$ cat config.mk
export PLATFORM = sky130hd
export DESIGN_NAME = wb_pwm_capture_flat
export DESIGN_NICKNAME = d
export VERILOG_FILES = /design/src/rtl/wb_pwm_capture_pkg.sv /design/src/rtl/wb_pwm_capture_if.sv /design/src/rtl/pwm_capture_channel.sv /design/src/rtl/wb_pwm_capture.sv /design/src/flat_wrapper.sv
export SDC_FILE = /design/constraint.sdc
export NUM_CORES = 1
export LEC_CHECK = 0
export ABC_AREA = 1
export CORE_MARGIN = 2
export CORE_UTILIZATION = 50
export CTS_BUF_LIST = sky130_fd_sc_hd__clkbuf_4 sky130_fd_sc_hd__clkbuf_8
export DETAILED_ROUTE_END_ITERATION = 8
export PLACE_DENSITY = 0.92
export SETUP_SLACK_MARGIN = 0.15
export SYNTH_ARGS = -nofsm -noshare
export SYNTH_HDL_FRONTEND = slang
export SYNTH_HIERARCHICAL = 1
export SYNTH_SLANG_ARGS = --single-unit
$ cat constraint.sdc
create_clock -name i_wb_clk -period 1.94 [get_ports i_wb_clk]
set_input_delay 0.485 -clock i_wb_clk [delete_from_list [all_inputs] [get_ports i_wb_clk]]
set_output_delay 0.485 -clock i_wb_clk [all_outputs]
set_load 0.05 [all_outputs]
$ cat src/rtl/wb_pwm_capture_pkg.sv
// Shared register-map constants and helpers for the PWM capture peripheral.
// Word addresses: PERIOD/HIGH pairs per channel, then one STATUS word.
package wb_pwm_capture_pkg;

  localparam int PERIOD_STRIDE    = 2;
  localparam int STATUS_VALID_LSB = 0;
  localparam int STATUS_LEVEL_LSB = 16;
  localparam int ACK_LATENCY      = 1;

  typedef struct packed {
    logic        ack;
    logic [31:0] data;
  } wb_rsp_t;

  function automatic int period_addr(input int ch);
    return PERIOD_STRIDE * ch;
  endfunction

  function automatic int high_addr(input int ch);
    return PERIOD_STRIDE * ch + 1;
  endfunction

  function automatic int status_addr(input int pins);
    return PERIOD_STRIDE * pins;
  endfunction

endpackage

$ cat src/rtl/wb_pwm_capture_if.sv
// Pipelined Wishbone B4 slave port of the PWM capture block (cyc implied by stb).
interface wb_pwm_capture_if #(
  parameter int WB_ADDR_BITS = 32
);
  logic                    i_wb_stb;
  logic                    i_wb_we;
  logic [WB_ADDR_BITS-1:0] i_wb_addr;
  logic [31:0]             i_wb_data;
  logic [31:0]             o_wb_data;
  logic                    o_wb_stall;
  logic                    o_wb_ack;

  modport slave  (input  i_wb_stb, i_wb_we, i_wb_addr, i_wb_data,
                  output o_wb_data, o_wb_stall, o_wb_ack);
  modport master (output i_wb_stb, i_wb_we, i_wb_addr, i_wb_data,
                  input  o_wb_data, o_wb_stall, o_wb_ack);
endinterface

$ cat src/rtl/pwm_capture_channel.sv
// One capture channel: synchroniser, rising-edge detect, saturating period/high
// counters, arm/valid tracking and static-line timeout.
module pwm_capture_channel #(
  parameter int CNT_BITS = 16
) (
  input  logic                i_wb_clk,
  input  logic                i_wb_rst,
  input  logic                pwm,
  input  logic                clr_valid,
  output logic [CNT_BITS-1:0] period,
  output logic [CNT_BITS-1:0] high,
  output logic                level,
  output logic                valid
);
  localparam logic [CNT_BITS-1:0] CNT_MAX = '1;
  localparam logic [CNT_BITS-1:0] CNT_ONE = CNT_BITS'(1);

  logic [1:0]          sync;
  logic                prev;
  logic                armed;
  logic                rise;
  logic [CNT_BITS-1:0] per_cnt;
  logic [CNT_BITS-1:0] hi_cnt;

  assign level = sync[1];
  assign rise  = sync[1] & ~prev;

  always_ff @(posedge i_wb_clk) begin
    if (i_wb_rst) begin
      sync    <= '0;
      prev    <= 1'b0;
      armed   <= 1'b0;
      valid   <= 1'b0;
      per_cnt <= '0;
      hi_cnt  <= '0;
      period  <= '0;
      high    <= '0;
    end else begin
      sync <= {sync[0], pwm};
      prev <= sync[1];
      if (clr_valid) valid <= 1'b0;
      // a latch later in this block overrides a same-cycle clear
      if (rise) begin
        if (armed) begin
          period <= per_cnt;
          high   <= hi_cnt;
          valid  <= 1'b1;
        end
        per_cnt <= CNT_ONE;
        hi_cnt  <= CNT_ONE;
        armed   <= 1'b1;
      end else if (per_cnt == CNT_MAX) begin
        period <= CNT_MAX;
        high   <= level ? CNT_MAX : '0;
        valid  <= 1'b0;
        armed  <= 1'b0;
      end else begin
        per_cnt <= per_cnt + 1'b1;
        if (level && hi_cnt != CNT_MAX) hi_cnt <= hi_cnt + 1'b1;
      end
    end
  end
endmodule

$ cat src/rtl/wb_pwm_capture.sv
// Wishbone slave measuring PWM period and high time per channel between
// consecutive rising edges; channel instances plus decode, read mux and ack.
module wb_pwm_capture
  import wb_pwm_capture_pkg::*;
#(
  parameter int WB_ADDR_BITS = 32,
  parameter int PWM_PINS     = 1,
  parameter int CNT_BITS     = 16
) (
  input  logic                i_wb_clk,
  input  logic                i_wb_rst,
  wb_pwm_capture_if.slave     wb,
  input  logic [PWM_PINS-1:0] i_pwm_channel
);
  localparam logic [WB_ADDR_BITS-1:0] STATUS_ADDR = WB_ADDR_BITS'(status_addr(PWM_PINS));

  logic [PWM_PINS-1:0][CNT_BITS-1:0] period;
  logic [PWM_PINS-1:0][CNT_BITS-1:0] high;
  logic [PWM_PINS-1:0]               level;
  logic [PWM_PINS-1:0]               valid;
  logic [PWM_PINS-1:0]               clr_valid;
  logic                              status_wr;
  logic [31:0]                       rdata;
  wb_rsp_t                           rsp_q;

  assign status_wr = wb.i_wb_stb & wb.i_wb_we & (wb.i_wb_addr == STATUS_ADDR);
  assign clr_valid = {PWM_PINS{status_wr}} & wb.i_wb_data[PWM_PINS-1:0];

  for (genvar n = 0; n < PWM_PINS; n++) begin : g_ch
    pwm_capture_channel #(.CNT_BITS(CNT_BITS)) u_ch (
      .i_wb_clk  (i_wb_clk),
      .i_wb_rst  (i_wb_rst),
      .pwm       (i_pwm_channel[n]),
      .clr_valid (clr_valid[n]),
      .period    (period[n]),
      .high      (high[n]),
      .level     (level[n]),
      .valid     (valid[n])
    );
  end

  always_comb begin
    rdata = '0;
    if (wb.i_wb_addr == STATUS_ADDR) begin
      rdata[STATUS_VALID_LSB +: PWM_PINS] = valid;
      rdata[STATUS_LEVEL_LSB +: PWM_PINS] = level;
    end
    for (int n = 0; n < PWM_PINS; n++) begin
      if (wb.i_wb_addr == WB_ADDR_BITS'(period_addr(n))) rdata[CNT_BITS-1:0] = period[n];
      if (wb.i_wb_addr == WB_ADDR_BITS'(high_addr(n)))   rdata[CNT_BITS-1:0] = high[n];
    end
  end

  // every strobe is answered next cycle; data is forced to 0 between acks
  always_ff @(posedge i_wb_clk) begin
    if (i_wb_rst) begin
      rsp_q <= '0;
    end else begin
      rsp_q.ack  <= wb.i_wb_stb;
      rsp_q.data <= wb.i_wb_stb ? rdata : '0;
    end
  end

  assign wb.o_wb_ack   = rsp_q.ack;
  assign wb.o_wb_data  = rsp_q.data;
  assign wb.o_wb_stall = 1'b0;
endmodule

$ cat src/flat_wrapper.sv
// flat-port wrapper written by rule: the top's interface ports become plain ports
module wb_pwm_capture_flat import wb_pwm_capture_pkg::*;
#(
  parameter int WB_ADDR_BITS = 32,
  parameter int PWM_PINS     = 1,
  parameter int CNT_BITS     = 16
)
  (i_wb_clk, i_wb_rst, i_pwm_channel, wb_i_wb_stb, wb_i_wb_we, wb_i_wb_addr, wb_i_wb_data, wb_o_wb_data, wb_o_wb_stall, wb_o_wb_ack);
  wb_pwm_capture_if #(.WB_ADDR_BITS(WB_ADDR_BITS)) wb_i ();
  input  logic i_wb_clk;
  input  logic i_wb_rst;
  input  logic [PWM_PINS-1:0] i_pwm_channel;
  input wire logic [$bits(wb_i.i_wb_stb)-1:0] wb_i_wb_stb;
  input wire logic [$bits(wb_i.i_wb_we)-1:0] wb_i_wb_we;
  input wire logic [$bits(wb_i.i_wb_addr)-1:0] wb_i_wb_addr;
  input wire logic [$bits(wb_i.i_wb_data)-1:0] wb_i_wb_data;
  output wire logic [$bits(wb_i.o_wb_data)-1:0] wb_o_wb_data;
  output wire logic [$bits(wb_i.o_wb_stall)-1:0] wb_o_wb_stall;
  output wire logic [$bits(wb_i.o_wb_ack)-1:0] wb_o_wb_ack;
  assign wb_i.i_wb_stb = wb_i_wb_stb;
  assign wb_i.i_wb_we = wb_i_wb_we;
  assign wb_i.i_wb_addr = wb_i_wb_addr;
  assign wb_i.i_wb_data = wb_i_wb_data;
  assign wb_o_wb_data = wb_i.o_wb_data;
  assign wb_o_wb_stall = wb_i.o_wb_stall;
  assign wb_o_wb_ack = wb_i.o_wb_ack;
  wb_pwm_capture #(.WB_ADDR_BITS(WB_ADDR_BITS), .PWM_PINS(PWM_PINS), .CNT_BITS(CNT_BITS)) u_core (.i_wb_clk(i_wb_clk), .i_wb_rst(i_wb_rst), .wb(wb_i), .i_pwm_channel(i_pwm_channel));
endmodule
---- Word-level counts from Yosys, hierarchy flattened ----
Index checks and enable logic that the tools add are counted.
storage, ports and cells
  input bits .............................. 69
  output and inout port bits .............. 34
  register bits after elaboration ......... 102
  logic and storage cells ................. 61
cells by class
  reduce and logical (&&, ||, !) cells .... 10
  add/sub/neg operators ................... 2
  bitwise operators ....................... 8
  mux-type cells .......................... 21
  equality and inequality tests ........... 6
operators with widths
  cell                                            count
  2-to-1 mux 16 bit                               9
  adder 16 x 1 -> 16 bit, second input constant   2
  == test 32 x 1 -> 1 bit, second input constant  1
  == test 32 x 2 -> 1 bit, second input constant  1
  zero test 32 bit                                1
  == test 16 bit, second input constant           1
  != test 16 bit, second input constant           1
  2-to-1 mux 1 bit                                12
  AND reduction 2 bit                             3
  bitwise AND 1 bit                               4
  != test 2 bit, second input constant            2
  inverter 1 bit                                  4
  nonzero test 2 bit                              2
  OR reduction 2 bit                              2
  OR reduction 3 bit                              1
  logical AND 1 bit                               1

---- Longest topological paths before layout ----
Gate-level depths: netlist of run 1.
  depth in word-level cells ............... 6
  gate-level depth with buffers ........... 11

---- Cells and area by module ----
The synthesis of run 1 kept the hierarchy.
modules (own cells, without submodules)
  module               cells an instance  seq. area each (µm²)  area an instance (µm²)  times used
  pwm_capture_channel  430                1381.3                3261.9                  1
  wb_pwm_capture       141                360.3                 968.4                   1

---- Least setup slack after synthesis of run 1 ----
OpenSTA, ideal clock, no wires.
  kind .................................... register to register
  start ................................... register u_core.g_ch[0].u_ch.hi_cnt[0]
  end ..................................... register u_core.g_ch[0].u_ch.hi_cnt[1]
  cell stages (with the launch flop) ...... 12
  period minus slack after synthesis ...... 1.526 ns
  arrival ................................. 1.411 ns
  path slack .............................. 0.414 ns
  buffers on the path ..................... 1
  setup time .............................. 0.116 ns
  path through ............................ dfxtp_1 ha_1 nand2_1 nor2_2 nand2_4 nor2_4 nor2_4 nand2_8 inv_4 buf_6 nor2_1 nor2_1
on the way
  word-level cells in the longest chain between the ends .. 3
  elaborated cells on any way between the ends .. 4
  those cells by class .................... add/sub (1); eq/ne (1); reduce/logical (2)
ends and longest elaborated chain
  element                                                                         line                       source
  start: declaration                                                              pwm_capture_channel.sv:23  logic [CNT_BITS-1:0] hi_cnt;
  start signal: assignment                                                        pwm_capture_channel.sv:59  if (level && hi_cnt != CNT_MAX) hi_cnt <= hi_cnt + 1'b1;
  parallel branches: the longest is 3 deep, another holds adder 16 x 1 -> 16 bit  --
Several ways; the timed one is not identified.
A chain may end at the register's enable or synchronous reset.

---- Final worst setup path of run 1 ----
  start ................................... register u_core.g_ch[0].u_ch.per_cnt[1]
  end ..................................... register u_core.g_ch[0].u_ch.hi_cnt[1]
on the way
  word-level cells in the longest chain between the ends .. 3
ends and longest elaborated chain
  element                        line                       source
  start: declaration             pwm_capture_channel.sv:22  logic [CNT_BITS-1:0] per_cnt;
  start signal: assignment       pwm_capture_channel.sv:58  per_cnt <= per_cnt + 1'b1;
  == test 16 bit                 pwm_capture_channel.sv:52  end else if (per_cnt == CNT_MAX) begin
  inverter 1 bit (no line)       --
  AND reduction 2 bit (no line)  --
No other way between the ends.

==> results of run 1 <==
## Yosys cell counts
cell,n,area share [%]
nand2_1,123,11
dfxtp_1,87,41
nor2_1,84,7.5
a21oi_1,51,6.0
inv_1,42,3.7
o21ai_0,42,5.0
nand3_1,23,2.7
buf_4,16,2.8
nand2_2,13,1.9
a21oi_2,11,2.3
nor2_4,9,2.4
xnor2_1,9,1.9
buf_6,8,2.1
nor2_2,7,1.0
xor2_1,6,1.2
clkbuf_1,4,0.35
inv_2,4,0.35
nand4_1,4,0.59
nor3_1,4,0.47
nand2_4,3,0.80
nand3_2,3,0.71
buf_1,2,0.18
ha_1,2,0.59
nand3b_1,2,0.35
a21boi_0,1,0.18
a31oi_1,1,0.15
and2_1,1,0.15
buf_12,1,0.47
buf_2,1,0.12
clkinv_1,1,0.089
conb_1,1,0.089
inv_4,1,0.15
nand2_8,1,0.47
nand3_4,1,0.41
nor2_8,1,0.47
or2_2,1,0.15
## layout make-up
class | count | area (um^2)
Clock buffer | 9 | 124
Clock inverter | 7 | 56.3
Fill cell | 661 | 3140
Inverter | 48 | 189
Multi-Input combinational cell | 420 | 2150
Sequential cell | 87 | 1740
Tap cell | 105 | 131
Timing Repair Buffer | 73 | 681
## flip-flops by register name, indices dropped and copies added, names as in the netlist
name and cells:
u_core/g_ch.u_ch/armed 1, u_core/g_ch.u_ch/hi_cnt 16, u_core/g_ch.u_ch/high 16, u_core/g_ch.u_ch/per_cnt 16, u_core/g_ch.u_ch/period 16, u_core/g_ch.u_ch/prev 1, u_core/g_ch.u_ch/sync 2, u_core/g_ch.u_ch/valid 1
u_core/wb.o_wb_ack 1, u_core/wb.o_wb_data 17
## critical path, stage by stage (launching register included)
cell and delay [ns]:
dfxtp_2 0.35, ha_1 0.22, nand3_1 0.17, inv_2 0.08
nand2_2 0.08, inv_2 0.07, nand2_4 0.18, nand2_4 0.14
o21ai_0 0.23, nor2_1 0.07
## what timing repair did
| action | CTS | global route |
|---|---|---|
| resized for setup | 14 | 9 |
| setup buffers | 0 | 0 |
| cloned | 0 | 1 |
| endpoints found under the setup margin | 19 | 47 |
| pin swaps | 0 | 1 |
## path summary, 6_finish.rpt
check                            startpoint                       endpoint  slack, ns  cells after the start
max          u_core/g_ch[0].u_ch/per_cnt[1]  u_core/g_ch[0].u_ch/hi_cnt[1]       0.24                      9
min             u_core/g_ch[0].u_ch/sync[0]    u_core/g_ch[0].u_ch/sync[1]       0.41                      2
max reg2reg  u_core/g_ch[0].u_ch/per_cnt[1]  u_core/g_ch[0].u_ch/hi_cnt[1]       0.24                      9
min reg2reg     u_core/g_ch[0].u_ch/sync[0]    u_core/g_ch[0].u_ch/sync[1]       0.41                      2
## cells by family after synthesis
family / Yosys count
AND/OR/NAND/NOR: 280
adder cells (fa/ha/maj): 2
buffers and inverters: 80
AO/OA/AOI/OAI: 106
flip-flops: 87
XOR/XNOR: 15
other: 1
## through the flow
| stage | hold slack [ns] | cell area (um^2) |
|---|---|---|
| final | 0.415 | 5080 |
| after global placement | 0.391 | 4860 |
| after floorplan | 0.388 | 4290 |
| after CTS | 0.415 | 5030 |
| after detailed placement | 0.403 | 4860 |
| after global routing | 0.461 | 5080 |
## where the power goes
part	switching (uW)	internal, uW
sequential	17.3	1810
clock	692	477
combinational	187	120
## layer usage
layer  vias up  global-route usage (%)  wire [um]
li1       1929                       -          -
met5         -                       0          0
met2       258                    41.7       5200
met4         0                    16.0        553
met1      1819                    27.3       4010
met3        47                    4.70       1080
==> impl_metrics.py, run 1 <==
metrics = {
    "outcome": {
        "outcome": "completed",
    },
    "routing": {
        "drt-initial-drc-count": 369,
        "routed_wl_mm": 10.8,
        "drtAntennaViolNets": 0,
        "avgViaCountPerCell": 5.41,
        "vias": 4053,
        "drcViolationCount": 0,
        "firstDrtPassIters": 6,
        "wire_per_inst_um": 14.5,
    },
    "grt": {
        "grt_max_degree": 29,
        "grt_pass1_wl_mm": 17.3,
        "grt_pass1_vias": 3802,
        "overflow": 0,
        "grtUsageTotal_pct": 24.3,
        "grt_antenna_before_repair": 0,
    },
    "clocking": {
        "path_clk_slew_ns": 0.09,
        "numClockSinks": 87,
        "ctsRootBufferMaster": "clkbuf_8",
        "cts_buffer_depth": 2,
        "htree_levels": 3,
        "cts_tree": "done",
        "clock_latency_ns": 0.37,
        "cts-hold-fix-buffers": 0,
        "cts_buffers": 9,
    },
    "sta": {
        "setup_slack_ns": 0.242,
        "hold_violations": 0,
        "fin_skew_ns": 0.0129,
        "period_share_pct": 87.5,
        "slew_viol_final": 0,
        "fmax_ghz": 0.589,
        "layout_min_cycle_time_ns": 1.70,
        "finalSetupViolCount": 0,
        "setup_tns_ns": 0,
        "rsz0062_at_grt": "no",
    },
    "synthesis": {
        "postSynthCellCount": 571,
        "synth_fa_ha_area_share_pct": 0.592,
        "syn_avg_cell_area_um2": 7.41,
        "synthMuxAreaShare_pct": 0,
        "synth_compound_area_share_pct": 13.6,
        "synthXorXnorAreaFrac_pct": 3.11,
        "synth_top_family_by_area": "simple AND/OR/NAND/NOR gates",
        "yosys_warnings": 6,
        "ys_seq_area_share_pct": 41.2,
        "ys_types": 36,
        "syn-cell-area_um2": 4230,
        "ys_ff_latch": 87,
        "synth_simple_gate_area_share_pct": 31.0,
    },
    "power": {
        "vdd_drop_max_uv": 316,
        "p_leak_uw": 0.00197,
        "power_density_nw_per_um2": 650,
        "totalPowerFinal_uw": 3300,
    },
    "placement": {
        "hpwlAfterDp_mm": 7.86,
        "io_buffers": 55,
        "gp_congestion": 0.952,
        "dp_slack_ns": -0.0297,
        "placed_cells": 732,
    },
    "worst_hold_path": {
        "hold_path_class": "reg2reg",
    },
    "job": {
        "maxCapViolCount": 0,
    },
    "final_layout": {
        "most-common-layout-cells": "122 x nand2_1, 86 x dfxtp_1, 83 x nor2_1",
        "layoutNonFillerInstCount": 749,
        "syn2layout_area_growth_pct": 20.1,
        "n_antenna_cell": 0,
        "layout-drive-gt1-share_pct": 15.7,
        "final_common_cell": "nand2_1",
        "utilization_pct": 61.8,
        "nNetsFinal": 710,
    },
    "die": {
        "core_um2": 8220,
        "io_pins": 103,
        "die_h_um": 96.0,
        "floorplan.initialDensity_pct": 51.5,
        "die_w_um": 96.0,
        "die-area_um2": 9210,
        "num_rows": 33,
    },
    "worst_setup_path": {
        "crit_arrival_ns": 1.96,
        "worstSetupPathType": "reg2reg",
        "endpoint_kind": "flip-flop",
        "crit_fanout": 10,
        "start_kind": "flip-flop",
        "crit_required_ns": 2.20,
    },
}
Note: power is estimated with default switching activity, not from simulation.
==> run 2, diff against run 1 <==
- CORE_UTILIZATION: 50 -> 25
- PLACE_DENSITY: 0.92 -> 0.57
- clock period: 1.94 -> 2.1 ns (I/O delays scaled with it)
==> run 2 against run 1 <==
Combinational power decreased by 11%. Global-route usage decreased by 13 points. Sequential power decreased by 8%. Register-to-register slack improved by 0.12 ns. Sequential cell count unchanged. Critical path depth decreased by 8. Total power decreased by 0.54%. Via count decreased by 10%. First-iteration DRC count decreased by 48%. Non-clock buffer count decreased by 6. Core utilization decreased by 30 points. Largest cell class unchanged.
==> impl_metrics.py, run 2 (same netlist as run 1, synthesis figures left out) <==
metrics = {
    "final_layout": {
        "syn2layout_area_growth_pct": 23.2,
        "layout-drive-gt1-share_pct": 13.7,
        "largest_reg_flops": 17,
        "final_common_cell": "nand2_1",
        "nNetsFinal": 703,
        "n_antenna_cell": 0,
        "most-common-layout-cells": "122 x nand2_1, 87 x dfxtp_1, 84 x nor2_1",
    },
    "worst_setup_path": {
        "max_stage_delay_ns": 0.55,
        "endpoint_kind": "output port",
        "crit_arrival_ns": 1.22,
        "crit_required_ns": 1.57,
        "start_kind": "flip-flop",
        "cp_top_family": "buffers and inverters",
        "worstSetupPathType": "reg2out",
        "reg2reg_depth": 8,
        "crit_fanout": 1,
        "cp.depth": 1,
        "crit_slowest_cell": "dlygate4sd2_1",
        "crit_buf_inv": 1,
        "crit_chain": "dlygate4sd2_1",
    },
    "grt": {
        "grt_antenna_before_repair": 0,
        "overflow": 0,
        "grt_pass1_wl_mm": 17.0,
        "grt_pass1_vias": 3462,
        "grt_max_degree": 29,
        "grtUsageTotal_pct": 11.7,
    },
    "outcome": {
        "outcome": "completed",
    },
    "placement": {
        "io_buffers": 55,
        "hpwlAfterDp_mm": 7.60,
        "dp_slack_ns": 0.138,
        "gp_congestion": 0.809,
    },
    "sta": {
        "worst_pin_slew_ns": 0.529,
        "rsz0062_at_grt": "no",
        "finalSetupViolCount": 0,
        "fin_skew_ns": 0.0127,
        "fmax_ghz": 0.572,
        "period_share_pct": 83.3,
        "setup_slack_ns": 0.350,
        "max_slew_margin_pct": 64.9,
        "hold_violations": 0,
        "setup_tns_ns": 0,
        "slew_viol_final": 0,
        "layout_min_cycle_time_ns": 1.75,
    },
    "clocking": {
        "numClockSinks": 87,
        "cts_buffers": 9,
        "cts_buffer_depth": 2,
        "clock_latency_ns": 0.36,
        "cts_tree": "done",
        "path_clk_slew_ns": 0.09,
        "cts_setup_buffers": 0,
        "ctsRootBufferMaster": "clkbuf_8",
        "htree_levels": 3,
    },
    "routing": {
        "vias": 3643,
        "drcViolationCount": 0,
        "wire_per_inst_um": 11.9,
        "routed_wl_mm": 10.2,
        "drt-initial-drc-count": 192,
        "firstDrtPassIters": 5,
        "avgViaCountPerCell": 4.25,
        "drtAntennaViolNets": 0,
    },
    "worst_hold_path": {
        "holdPathStages": 2,
        "hold_path_class": "reg2reg",
    },
    "power": {
        "vdd_drop_max_uv": 250,
        "p_leak_uw": 0.00198,
        "power_frac_seq_pct": 51.2,
        "power_density_nw_per_um2": 630,
        "p_switching_uw": 822,
        "p_clk_share_pct": 40.4,
        "power_frac_comb_pct": 8.4,
        "internal-power_uw": 2460,
        "switching_share_pct": 25.0,
    },
    "die": {
        "die_h_um": 134,
        "io_pins": 103,
        "die_w_um": 134,
        "die-area_um2": 18000,
        "core_um2": 16600,
        "num_rows": 47,
        "floorplan.initialDensity_pct": 25.5,
    },
    "job": {
        "maxCapViolCount": 0,
    },
}
-- run 2: worst reg2reg max path: stages, from the launching register on --
cell and delay (ns):
dfxtp_1 0.40, ha_1 0.22, nand3_1 0.15, inv_2 0.12
nand3_2 0.11, nor2_4 0.18, nand2_2 0.15, nand3_4 0.19
a21oi_1 0.09
-- run 2: final timing paths --
path | startpoint | endpoint | slack, ns
setup / recovery | u_core/wb.o_wb_data[11] | wb_o_wb_data[11] | 0.35
hold / removal | u_core/g_ch[0].u_ch/sync[0] | u_core/g_ch[0].u_ch/sync[1] | 0.40
setup reg to reg | u_core/g_ch[0].u_ch/per_cnt[0] | u_core/g_ch[0].u_ch/high[14] | 0.36
hold reg to reg | u_core/g_ch[0].u_ch/sync[0] | u_core/g_ch[0].u_ch/sync[1] | 0.40
-- run 2: per-layer routing --
| layer | share of wire, % | vias to the layer above | track usage (%) |
|---|---|---|---|
| li1 | - | 1912 | - |
| met1 | 49 | 1624 | 16.0 |
| met2 | 44 | 98 | 18.7 |
| met3 | 6.3 | 9 | 2.08 |
| met4 | 1.0 | 0 | 3.68 |
| met5 | 0 | - | 0 |
-- run 2: area by class of cell --
type	count	area, um^2
clock inverters	7	103
multi-input cells	419	2110
repair buffers	67	666
inverters	48	186
clock buffers	9	124
well taps	220	275
fillers	1800	11400
flip-flops and latches	87	1740
-- run 2: per-stage QoR --
| stage | util [%] | area [um^2] | hold WS, ns | instances | power (uW) |
|---|---|---|---|---|---|
| final | 31.4 | 5210 | 0.405 | 857 | 3280 |
| after global routing | 31.4 | 5210 | 0.454 | 857 | 3420 |
| after CTS | 31.3 | 5200 | 0.405 | 857 | 3320 |
| after detailed placement | 30.1 | 4990 | 0.392 | 841 | 2000 |
| after global placement | 30.1 | 4990 | 0.395 | 841 | 1990 |
| after floorplan | - | 4290 | 0.388 | 586 | 1910 |
-- run 2: repair_timing --
| item | in CTS | in global routing |
|---|---|---|
| hold buffers | 0 | 0 |
| resized for setup | 16 | 3 |
| endpoints found under the setup margin | 16 | 24 |
-- run 2: power by group through the flow --
stage	combinational (uW)	sequential (uW)	clock (uW)
6_report	275	1680	1330
5_1_grt	300	1690	1430
4_1_cts	276	1680	1370
3_5_place_dp	275	1720	0
3_3_place_gp	273	1720	0
2_1_floorplan	184	1720	0
==> run 3, diff against run 2 <==
- clock period: 2.1 -> 1.7 ns (I/O delays scaled with it)
==> run 3 against run 2 <==
Total power is 20% higher. Global-route usage is 0.30 points higher. Critical path depth is 8 higher. Sequential cell count stayed put. Via count is 4.1% higher. Core utilization is 2.8 points higher. First-iteration DRC count is 11% higher. Register-to-register slack worse by 0.17 ns. Clock power is 11% higher. Die area stayed put.
==> impl_metrics.py, run 3 (same netlist as run 1, synthesis figures left out) <==
metrics = {
    "clocking": {
        "cts_tree": "done",
        "htree_levels": 3,
        "clock_latency_ns": 0.39,
        "path_clk_slew_ns": 0.11,
        "cts_buffer_depth": 2,
        "ctsRootBufferMaster": "clkbuf_8",
        "cts-hold-fix-buffers": 0,
        "cts_buffers": 9,
        "numClockSinks": 87,
    },
    "routing": {
        "firstDrtPassIters": 4,
        "routed_wl_mm": 11.1,
        "drcViolationCount": 0,
        "drtAntennaViolNets": 0,
        "drt-initial-drc-count": 214,
        "wire_per_inst_um": 12.3,
        "avgViaCountPerCell": 4.21,
        "vias": 3794,
    },
    "die": {
        "die-area_um2": 18000,
        "core_um2": 16600,
        "die_h_um": 134,
        "die_w_um": 134,
        "floorplan.initialDensity_pct": 25.5,
        "num_rows": 47,
        "io_pins": 103,
    },
    "final_layout": {
        "largest_reg_flops": 17,
        "n_antenna_cell": 0,
        "layout-drive-gt1-share_pct": 24.9,
        "final_common_cell": "nand2_1",
        "utilization_pct": 34.2,
        "nNetsFinal": 748,
        "most-common-layout-cells": "122 x nand2_1, 82 x nor2_1, 76 x dfxtp_1",
        "syn2layout_area_growth_pct": 34.1,
        "fillCellCount": 1755,
    },
    "grt": {
        "grtUsageTotal_pct": 12.0,
        "grt_max_degree": 29,
        "grt_pass1_vias": 3391,
        "overflow": 0,
        "grt_pass1_wl_mm": 17.0,
        "grt_antenna_before_repair": 0,
    },
    "worst_setup_path": {
        "crit_required_ns": 2.03,
        "crit_path_frequent_cell": "nand2_8",
        "cp.depth": 9,
        "crit_fanout": 8,
        "cp_top_family": "simple AND/OR/NAND/NOR gates",
        "reg2reg_to": "u_core/g_ch[0].u_ch/hi_cnt[0]",
        "crit_slowest_cell": "dfxtp_1",
        "max_stage_delay_ns": 0.41,
        "crit_arrival_ns": 1.84,
        "crit_start": "u_core/g_ch[0].u_ch/per_cnt[9]",
        "endpoint_kind": "flip-flop",
        "crit_buf_inv": 2,
        "start_kind": "flip-flop",
        "crit_chain": "nand2_2 > nor2_4 > inv_2 > nor2_8 > nand2_8 > nand2_8 > buf_8 > nand2_1 > a21oi_2",
        "worstSetupPathType": "reg2reg",
        "endpoint": "u_core/g_ch[0].u_ch/hi_cnt[0]",
        "reg2reg_from": "u_core/g_ch[0].u_ch/per_cnt[9]",
        "r2r_setup_slack_ns": 0.19,
        "reg2reg_depth": 9,
    },
    "worst_hold_path": {
        "hp-start": "u_core/g_ch[0].u_ch/sync[0]",
        "hold_path_class": "reg2reg",
    },
    "sta": {
        "hold_violations": 0,
        "layout_min_cycle_time_ns": 1.51,
        "rsz0062_at_grt": "yes",
        "fmax_ghz": 0.662,
        "holdWs_ns": 0.416,
        "fin_skew_ns": 0.0154,
        "period_share_pct": 88.9,
        "slew_viol_final": 0,
        "finalSetupViolCount": 0,
    },
    "outcome": {
        "outcome": "completed",
    },
    "power": {
        "p_leak_uw": 0.00219,
        "vdd_drop_max_uv": 308,
        "power_density_nw_per_um2": 697,
    },
    "placement": {
        "io_buffers": 55,
        "hpwlAfterDp_mm": 8.07,
        "gp_congestion": 0.817,
    },
    "job": {
        "maxCapViolCount": 0,
    },
}
==> run 3: changes by cell type in the layout (fill, tap and decap cells not counted), sizes merged <==
cell,previous run,this run
dlygate4sd2,16,0
clkinv,1,6
nand2,140,141
bufinv,2,0
clkinvlp,2,0
buf,14,74
inv,50,49
==> run 3: cell type report <==
cell class / instances / area, um^2 / share of cell area [%]
Timing Repair Buffer: 111 / 991 / 17.5
Multi-Input combinational cell: 420 / 2250 / 39.7
Clock buffer: 9 / 124 / 2.18
Clock inverter: 7 / 76.3 / 1.35
Tap cell: 220 / 275 / 4.85
Inverter: 48 / 200 / 3.53
Sequential cell: 87 / 1760 / 30.9
==> run 3: layer usage <==
metal,vias to the layer above,share of wire (%),track usage (%),routed length [um]
met3,10,6.5,3.48,726
met5,-,0,0,0
li1,2002,-,-,-
met2,97,44,18.5,4860
met1,1685,48,16.2,5360
met4,0,1.5,3.80,161
==> run 3: worst register-to-register path, delay by kind of cell, from the launching register on <==
| family | cells | cell delay (ns) |
|---|---|---|
| compound gates | 1 | 0.13 |
| simple gates | 6 | 0.70 |
| flops | 1 | 0.41 |
| buf+inv | 2 | 0.22 |
==> run 3: worst min-delay path by stage <==
stage	end	slack (ns)	cells after the start
6_report	u_core/g_ch[0].u_ch/sync[1]	0.42	2
2_1_floorplan	u_core/g_ch[0].u_ch/sync[1]	0.39	2
3_3_place_gp	u_core/g_ch[0].u_ch/sync[1]	0.40	2
5_1_grt	u_core/g_ch[0].u_ch/sync[1]	0.46	2
3_5_place_dp	u_core/g_ch[0].u_ch/sync[1]	0.40	2
4_1_cts	u_core/g_ch[0].u_ch/sync[1]	0.42	2
==> run 3: power by group <==
| part | total [uW] | switching, uW | internal [uW] |
|---|---|---|---|
| sequential | 2080 | 18.8 | 2060 |
| clock | 1480 | 902 | 581 |
| combinational | 391 | 222 | 169 |
| total | 3960 | 1140 | 2810 |
==> run 3: what timing repair did <==
action,in CTS,in global routing
setup buffers,0,12
gates resized for setup,4,45
cloned,0,1
setup endpoints to repair,36,66
pin swaps,1,12
==> run 3: stage by stage <==
step           setup slack (ns)  total power (uW)  cells  area (um^2)  TNS, ns
2_1_floorplan             0.174              2350    586         4290        0
3_3_place_gp             -0.168              2490    873         5190    -2.15
3_5_place_dp             -0.171              2490    873         5190    -2.31
4_1_cts                   0.148              3970    889         5410        0
5_1_grt                   0.111              4120    902         5670        0
6_report                  0.190              3960    902         5670        0
==> patch, RTL diff (flow settings as in run 3) <==
Change the package constant `STATUS_LEVEL_LSB` from 16 to 8.
--- a/src/rtl/wb_pwm_capture_pkg.sv
+++ b/src/rtl/wb_pwm_capture_pkg.sv
@@ -5,5 +5,5 @@
   localparam int PERIOD_STRIDE    = 2;
   localparam int STATUS_VALID_LSB = 0;
-  localparam int STATUS_LEVEL_LSB = 16;
+  localparam int STATUS_LEVEL_LSB = 8;
   localparam int ACK_LATENCY      = 1;
 
Behaviour: not the same (Yosys sat finds a counterexample within 4 cycles, from zero or initial values and one cycle with i_wb_rst high).
==> patch against run 3 <==
Design area is 1.6% lower. Routed wire length is 3.8% lower. Synthesized cell count is 0.35% higher. Via count is 1.1% lower. Non-clock buffer count is 7 lower. Setup slack better by 20 ps. Critical path depth stayed put. Synthesized area is 0.12% higher. Total power is 2.4% lower. Sequential cell count is 1 lower. Global-route usage is 0.078 points higher. Largest power group unchanged. Highest routed layer unchanged.
==> patch: results (changes against run 3) <==
.. list-table::
   :header-rows: 1

   * - Metric
     - Value
   * - Highest fanout seen on the critical path
     - 16 (+8)
   * - Global Route Usage Sum
     - 0.121 (+0.000784)
   * - Post-synthesis adder-cell area fraction
     - 0.00591 (-0.00000699)
   * - Via density per instance
     - 4.19 (-0.42%)
   * - RePlAce Congestion
     - 0.809 (-0.98%)
   * - VDD IR max
     - 0.000330 V (+6.9%)
   * - IO buf count
     - 54 (-1.8%)
   * - Number of instances in the synthesized netlist
     - 573 (+0.35%)
   * - Setup slack on the worst flop-to-flop path
     - 220 ps (+30 ps)
   * - Synthesized-area fraction occupied by xor and xnor cells
     - 0.0310 (-0.0000367)
   * - Largest stage delay on the critical path
     - 410 ps (about the same)
   * - Clock latency on the worst-skew pair
     - 370 ps (-20 ps)
   * - Post-DP HPWL
     - 8110 um (+0.52%)
   * - Maximum number of pins on one net before global-route repair
     - 18 (-38%)
   * - Post-layout net count
     - 742 (-0.80%)
   * - Slowest-stage cell, CP
     - sky130_fd_sc_hd__clkdlybuf4s50_1
   * - Async set-reset flop share out of synthesis
     - 0 (unchanged)
   * - Number of global-route vias before repair
     - 3507 (+3.4%)
   * - Most area-consuming cells after synthesis
     - sky130_fd_sc_hd__dfxtp_1 41%, sky130_fd_sc_hd__nand2_1 11%, sky130_fd_sc_hd__nor2_1 7.3%
   * - Fraction of the mapped netlist area in compound gates
     - 0.139 (+0.00250)
   * - Mux share of post-synthesis cell area
     - 0 (unchanged)
   * - Terminus of the critical flop-to-flop path
     - u_core/g_ch[0].u_ch/high[0]
   * - Filler cells
     - 1785 (+1.7%)
   * - Leak Pwr
     - 2.18 nW (-0.22%)
   * - Deepest clock path buffer count
     - 2 (unchanged)
   * - Setup clock skew after layout
     - 10.8 ps (-4.60 ps)
   * - Switching power as a share of total power
     - 0.274 (-0.0149)
   * - Final wirelength
     - 10700 um (-3.8%)
   * - Inst Count DP
     - 877 (+0.46%)
   * - Launch point of the critical path
     - wb_i_wb_addr[25]
   * - Fraction of final layout cells sized beyond drive strength 1
     - 0.231 (-0.0185)
   * - Status
     - finished, final reports clean
   * - Endpoint arrival time on the critical path
     - 1790 ps (-50 ps)
   * - Cell area reported after detailed placement
     - 5270 um2 (+1.5%)
   * - Via count
     - 3753 (-1.1%)
   * - Global-route wire length before repair
     - 17100 um (+0.65%)
   * - Initial DRC Count
     - 273 (+28%)
   * - Yosys synthesis warning count
     - 6 (unchanged)
   * - Sequential area share after synthesis
     - 0.406 (-0.00521)
   * - Sort of element at the start of the critical path
     - primary input
   * - Top post-synthesis cells by count
     - 123 x sky130_fd_sc_hd__nand2_1, 86 x sky130_fd_sc_hd__dfxtp_1, 82 x sky130_fd_sc_hd__nor2_1, 50 x sky130_fd_sc_hd__a21oi_1, 43 x sky130_fd_sc_hd__inv_1
   * - Worst hold path class
     - register to register
==> patch: power groups by stage <==
stage | clock (mW) | sequential, mW | combinational, mW
final | 1.41 | 2.05 | 0.395
after global routing | 1.54 | 2.06 | 0.426
after CTS | 1.45 | 2.05 | 0.389
after detailed placement | 0 | 2.10 | 0.388
after global placement | 0 | 2.10 | 0.385
after floorplan | 0 | 2.10 | 0.235
==> patch: kinds of logic after synthesis <==
logic type / Yosys count
fa+ha+maj: 2
flops: 86
simple gates: 280
compound gates: 107
buf+inv: 82
xor+xnor: 15
other cells: 1
==> patch: area by class of cell <==
type | count | area share
Timing Repair Buffer | 104 | 0.180
Tap cell | 220 | 0.0493
Sequential cell | 86 | 0.311
Inverter | 49 | 0.0345
Clock inverter | 6 | 0.00919
Clock buffer | 10 | 0.0247
Multi-Input combinational cell | 421 | 0.391
==> patch: metal layers <==
layer / GRT usage / vias up / part of all wire
li1: - / 1985 / -
met2: 0.198 / 84 / 0.46
met3: 0.0276 / 10 / 0.052
met4: 0.0474 / 0 / 0.017
met1: 0.154 / 1674 / 0.47
met5: 0 / - / 0
==> patch: repair_timing <==
action / CTS / global route
hold buffers: 0 / 0
buffers inserted: 0 / 2
resized for setup: 0 / 28
endpoints found under the setup margin: 0 / 76
==> patch: worst max-delay path, delay by kind of cell <==
| family | cells | cell delay (ps) |
|---|---|---|
| simple gates | 6 | 630 |
| buf+inv | 2 | 560 |
| compound gates | 1 | 170 |
==> patch: worst max-delay path by stage <==
stage	end	slack [ps]	depth (start not counted)
floorplan	u_core/g_ch[0].u_ch/hi_cnt[1]	170	11
global placement	u_core/wb.o_wb_data[4]	-160	9
detailed placement	u_core/wb.o_wb_data[4]	-160	10
CTS	u_core/g_ch[0].u_ch/high[0]	150	10
global route	u_core/wb.o_wb_data[0]	100	11
finish	u_core/wb.o_wb_data[4]	210	9
==> patch: metrics by stage <==
step,utilization,worst slack (ps),power (mW),hold slack (ps)
after floorplan,-,174,2.34,388
after global routing,0.337,100,4.03,429
after global placement,0.318,-164,2.48,392
after detailed placement,0.318,-162,2.49,397
final,0.337,209,3.86,409
after CTS,0.329,151,3.89,410
